<file path="src/rtl/mod_reg16_1to16.sv">
// ---------------------------------------------------------------------------
// mod_reg16_1to16
//   Byte-to-block collector. Takes one W-bit byte per accepted handshake and
//   assembles N bytes into a block that is presented in parallel to the next
//   round stage. The block is held until the consumer acknowledges it with
//   rd_en. A simultaneous acknowledge and write refills with no bubble.
//
// Ports
//   clk       in   rising-edge clock
//   resetn    in   asynchronous active-low reset
//   i         in   incoming byte
//   wr_en     in   i is valid this cycle
//   rd_en     in   consumer takes the held block (meaningful in FULL only)
//   clr       in   synchronous flush (highest priority after reset)
//   ready     out  a byte offered this cycle will be accepted
//   o         out  assembled block, o[0] = first byte received
//   reg_full  out  o holds a complete block
//   n_wr      out  bytes stored in the current partial block (0..N-1)
//   ovf       out  sticky: a byte was offered while ready was low
// ---------------------------------------------------------------------------
module mod_reg16_1to16 #(
   parameter int unsigned N = 16,
   parameter int unsigned W = 8
) (
   input  logic                        clk,
   input  logic                        resetn,
   input  logic [W-1:0]                i,
   input  logic                        wr_en,
   input  logic                        rd_en,
   input  logic                        clr,
   output logic                        ready,
   output logic [N-1:0][W-1:0]         o,
   output logic                        reg_full,
   output logic [$clog2(N)-1:0]        n_wr,
   output logic                        ovf
);

   localparam int unsigned NW = $clog2(N);

   typedef enum logic {
      FILL = 1'b0,
      FULL = 1'b1
   } state_t;

   state_t                 state_q, state_d;
   logic [N-1:0][W-1:0]    aux_q,   aux_d;
   logic [NW-1:0]          n_wr_q,  n_wr_d;
   logic                   ovf_q,   ovf_d;

   logic                   ready_c;
   logic                   accept;

   // ready is combinational so an acknowledge in FULL can admit a byte at the
   // same edge.
   assign ready_c = (state_q == FILL) | rd_en;
   assign accept  = wr_en & ready_c;

   // ------------------------------------------------------------------------
   // State register
   // ------------------------------------------------------------------------
   always_ff @(posedge clk or negedge resetn) begin
      if (!resetn) begin
         state_q <= FILL;
         aux_q   <= '0;
         n_wr_q  <= '0;
         ovf_q   <= 1'b0;
      end else begin
         state_q <= state_d;
         aux_q   <= aux_d;
         n_wr_q  <= n_wr_d;
         ovf_q   <= ovf_d;
      end
   end

   // ------------------------------------------------------------------------
   // Next-state logic
   // ------------------------------------------------------------------------
   always_comb begin
      state_d = state_q;
      aux_d   = aux_q;
      n_wr_d  = n_wr_q;
      ovf_d   = ovf_q;

      if (clr) begin
         state_d = FILL;
         aux_d   = '0;
         n_wr_d  = '0;
         ovf_d   = 1'b0;
      end else begin
         // An acknowledge in FULL releases the block; n_wr is already 0 there,
         // so a same-cycle byte lands in slot 0 through the common path below.
         if (state_q == FULL && rd_en) begin
            state_d = FILL;
         end

         if (accept) begin
            aux_d[n_wr_q] = i;
            if (n_wr_q == NW'(N - 1)) begin
               n_wr_d  = '0;
               state_d = FULL;
            end else begin
               n_wr_d  = n_wr_q + NW'(1);
            end
         end else if (wr_en) begin
            ovf_d = 1'b1;
         end
      end
   end

   // ------------------------------------------------------------------------
   // Outputs
   // ------------------------------------------------------------------------
   always_comb begin
      ready    = ready_c;
      o        = aux_q;
      reg_full = (state_q == FULL);
      n_wr     = n_wr_q;
      ovf      = ovf_q;
   end

endmodule

</file>
<file path="config.mk">
export PLATFORM = sky130hd
export DESIGN_NAME = mod_reg16_1to16
export DESIGN_NICKNAME = d
export VERILOG_FILES = /design/src/rtl/mod_reg16_1to16.sv
export SDC_FILE = /design/constraint.sdc
export NUM_CORES = 1
export LEC_CHECK = 0
export CAP_MARGIN = 20
export CORE_UTILIZATION = 50
export DETAILED_ROUTE_END_ITERATION = 7
export GPL_TIMING_DRIVEN = 0
export HOLD_SLACK_MARGIN = 0.02
export PLACE_DENSITY = 0.83
export SYNTH_ARGS = -nofsm -noshare
export SYNTH_HDL_FRONTEND = slang
export SYNTH_SLANG_ARGS = --single-unit
</file>
<file path="constraint.sdc">
create_clock -name clk -period 2 [get_ports clk]
set_input_delay 0.4 -clock clk [delete_from_list [all_inputs] [get_ports clk]]
set_output_delay 0.4 -clock clk [all_outputs]
set_load 0.1 [all_outputs]
</file>
; After elaboration in Yosys (flattened, before gate mapping)
; Cells that the tools add are included.
[op_classes]
addsub = 1
order_cmp = 2
eq_ne = 2
n_mux = 15
bitwise_logic = 3
reduce_logical = 5
[ops]
columns = cell, count
row1 = 128-bit 2-to-1 mux, 2
row2 = 128-bit bitwise mux, 1
row3 = 8-bit demux with 4-bit select, 1
row4 = 4-bit 2-to-1 mux, 3
row5 = 8-bit 2-to-1 mux, 1
row6 = 1-bit 2-to-1 mux, 7
row7 = 4-bit by 5-bit < comparator with 1-bit output (second input constant), 1
row8 = 4-bit by 1-bit adder with 4-bit output (second input constant), 1
row9 = 4-bit equality test (second input constant), 1
row10 = 4-bit by 1-bit greater-or-equal comparator with 1-bit output (second input constant), 1
row11 = 2-bit nonzero test, 2
row12 = 1-bit logical AND, 2
row13 = 2-bit inequality test (second input constant), 1
row14 = 2-bit AND reduction, 1
row15 = 1-bit bitwise AND, 1
row16 = 1-bit inverter, 1
row17 = 1-bit OR, 1
[word_totals]
regBits = 134
inputBits = 13
output_inout_bits = 135
elab_cells = 47

; Longest topological paths before layout
[logic_depth]
depth_word = 7
depth_mapped = 7
depth_no_buf = 5

; Worst setup path before layout
; Ideal clock, no wire load.
[synth_path]
path_type = reg-to-output
from = register state_q (netlist: reg_full)
to = output ready
t_arrival_ns = 2.257
required_ns = 1.600
setup_slack_ns = -0.657
path_stages_with_launch = 5
path_buffers = 2
cell_sequence = dfrtp_1 > nor2b_1 > buf_2 > inv_2 > clkbuf_1
[synth_between]
elab_chain_cells = 2
[synth_lines]
columns = element, line
row1 = "start, declared", 45  ; state_t state_q, state_d;
row2 = "start signal, assigned", 68  ; state_q <= state_d;
row3 = 1-bit inverter, 55  ; assign ready_c = (state_q == FILL) | rd_en;
row4 = 1-bit OR, 55
row5 = "end, declared", 31  ; output logic ready,
; No other way between the ends.

; Final worst setup path
; Ends and elaborated chain as after synthesis.

==> metrics.md <==
| Metric | Value |
|---|---|
| Clock transition at the registers of the reported paths | `60 ps` |
| Vias in the first global route | `6619` |
| Core Util, Final | `70.5%` |
| Largest net degree at the start of global routing | `81` |
| Adder-Cell Fraction of Synth Area | `0.749%` |
| Final Hold Viols | `0` |
| Vias | `6963` |
| Combinational family with the most area after synthesis | `compound AO/OA/AOI/OAI gates` |
| Seq/Total Area, Yosys | `50.2%` |
| Mux share of post-synthesis cell area | `0%` |
| Hold WC Path Type | `in2reg` |
| Synth Area in XOR/XNOR | `0%` |
| Syn Area/Cell | `about 9.9 um2` |
| Cells after Synth | `677` |
| Critical path type | `reg2out` |
| CP required | `roughly 1600 ps` |
| Worst hold slack | `368 ps` |
| FP Rows | `41` |
| Mapped Area | `roughly 6700 um2` |
| Final setup vio count | `0` |
| Worst EP arrival | `1560 ps` |
| Share of post-route cells with drive strength above 1 | `27.6%` |
| Initial antenna violation count | `0` |
| Area fraction of the dominant cell type after synthesis | `50.2%` |
| CTS root buffer | `clkbuf_16` |
| Full die area | `13800 um2` |
| Max_cap viols | `0` |
| Worst setup SP type | `register` |
| Outcome | `completed` |
| Residual DRC | `0` |
| Syn nets | `around 690` |
| Hpwl dp | `around 15 mm` |
| Leading area contributor after synthesis | `dfrtp_1` |
| P&R area growth vs syn | `35.4%` |
| Final net count | `850` |
| Iter 0 DRT Violations | `906` |
| Final WS setup | `45.0 ps` |
| Global-route usage over all layers | `about a third` |
| Worst slew pin tran | `872 ps` |
| Slew Viols, Final | `0` |
| I/O Buffers | `138` |
| DRT Wirelength | `roughly 23 mm` |
| RSZ-0062 raised after global routing | `false` |
| Top post-synthesis cells by area | `dfrtp_1 50%, o31ai_1 13%, nand4_1 12%` |
| Area share of and/or/nand/nor cells after synthesis | `15.5%` |
| Final Wtd Congestion | `0.907` |
| Crit end category | `output port` |
| Total power | `6.48 mW` |
| Clock Latency Late Sink | `430 ps` |
| Die Ht | `118 um` |
| Compound-Gate Fraction of Synth Area | `25.6%` |
| Number of enable flip-flop cells after synthesis | `0` |
| Total grt overflow | `0` |
| Global-route wire length before repair | `36.1 mm` |
| Pre-CTS setup slack | `-1050 ps` |
| Most common cell in the netlist | `dfrtp_1` |
| Initial Util | `52.1%` |
| Pwr Density | `716 nW/um2` |
| Max transition margin | `41.8%` |
| N_diodes | `0` |
| Tmin final | `1960 ps` |
| Setup Skew | `7.15 ps` |
| Ys async rst share | `100%` |
| Pre-antenna DRT Iters | `6` |
| Clock Sink Count | `roughly 130` |
| IO Count | `148` |
| Max clock buf depth | `2` |
| Fmax achieved | `511 MHz` |
| Synth warnings | `0` |
| CTS tree | `built` |
| Avg WL per Cell | `22.8 um` |
| CTS Buf Count | `17` |
| Prevailing post-synth register cell | `dfrtp_1` |
| DR vias/cell | `6.85` |
| Antenna Nets Post-Route | `0` |
| Register bit total from synthesis | `between 100 and 150` |
| Synth unique cells | `26` |
| Post-synth top cells | `134 x dfrtp_1, 133 x a21oi_1, 129 x nand4_1` |
| CORE AREA | `~13000 um2` |
| VDD IR-drop max | `around 0.46 mV` |
| Pleak | `3.43 nW` |
| Tcrit/Tclk final | `97.8%` |
| Critical-path maximum fanout | `16` |
| Htree depth | `4` |
| Die X | `118 um` |
[repair_timing]
item / in CTS / in global routing
pin swaps: 0 / 0
hold endpoints to repair: 54 / 0
gates resized for setup: 407 / 7
hold buffers: 1 / 0
buffers inserted: 0 / 0
setup endpoints to repair: 135 / 27
[state kept, by name (all words and copies together), names as in the netlist]
register / count
o: 128
n_wr: 4
ovf: 1
reg_full: 1
[cells in the final DEF (no fill, tap or decap), types with 4 or more instances in the layout]
cell type / count
and3b_1: 4
buf_2: 35
buf_4: 5
nand4_1: 129
clkbuf_2: 4
clkdlybuf4s15_2: 130
dfrtp_1: 130
dfrtp_2: 4
buf_1: 6
clkinv_2: 5
a21oi_1: 133
nand3b_4: 4
and3_1: 4
o31ai_1: 120
clkbuf_16: 17
o31ai_2: 9
clkbuf_1: 66
[layout make-up]
cell class | instances | area (um2)
clock inverter | 10 | 130
inverter | 5 | 23.8
fill | 965 | 3780
buffer | 112 | 502
multi-input combinational | 423 | 2800
tap | 172 | 215
clock buffer | 21 | 450
sequential | 134 | 3360
timing repair buffer | 140 | 1570
[metrics by stage]
step	instance area (um2)	TNS, ps	std cells
4_1_cts	9070	0	1019
6_report	9050	0	1017
5_1_grt	9050	0	1017
3_3_place_gp	8280	-622610	987
3_5_place_dp	8310	-18060	988
2_1_floorplan	6690	0	677
[path summary, 6_finish.rpt]
check                                         start                   to  slack, ps  cells past startpoint
min in group asynchronous                    resetn     o[4]$_DFFE_PN0P_        490                      2
worst max-delay path             reg_full$_DFF_PN0_                ready         40                      4
worst min-delay path                           i[7]   o[103]$_DFFE_PN0P_        370                      3
worst min register to register    o[82]$_DFFE_PN0P_    o[82]$_DFFE_PN0P_        540                      2
worst max register to register  n_wr[0]$_DFFE_PN0P_    o[66]$_DFFE_PN0P_         90                      6
max in group asynchronous                    resetn  n_wr[3]$_DFFE_PN0P_        700                      3
[cell families (layout without fill, tap and decap cells)]
logic type | count (synthesis) | after routing
AOI/OAI and AO/OA | 266 | 266
and+or+nand+nor | 153 | 153
adders and majority gates | 4 | 4
DFF | 134 | 134
buffers and inverters | 120 | 288
[critical path, cell delays in order (launching register included)]
cell,delay [ps]
dfrtp_2,390
nor2b_1,130
clkbuf_4,220
inv_6,170
buf_8,210
[where the power goes]
group | internal (mW) | leakage (nW) | switching [mW]
Clock | 1.97 | 0.282 | 1.17
Combinational | 0.110 | 1.29 | 0.474
Sequential | 2.74 | 1.86 | 0.0191
[per-layer routing]
metal  part of all wire (%)  vias up  global-route usage [%]
li1                       -     2950                       -
met4                    3.7        0                    17.6
met5                      0        -                       0
met1                     39     3382                    44.7
met2                     47      550                    51.6
met3                     10       81                    7.36
No activity file was read; power rests on OpenSTA's default activity.
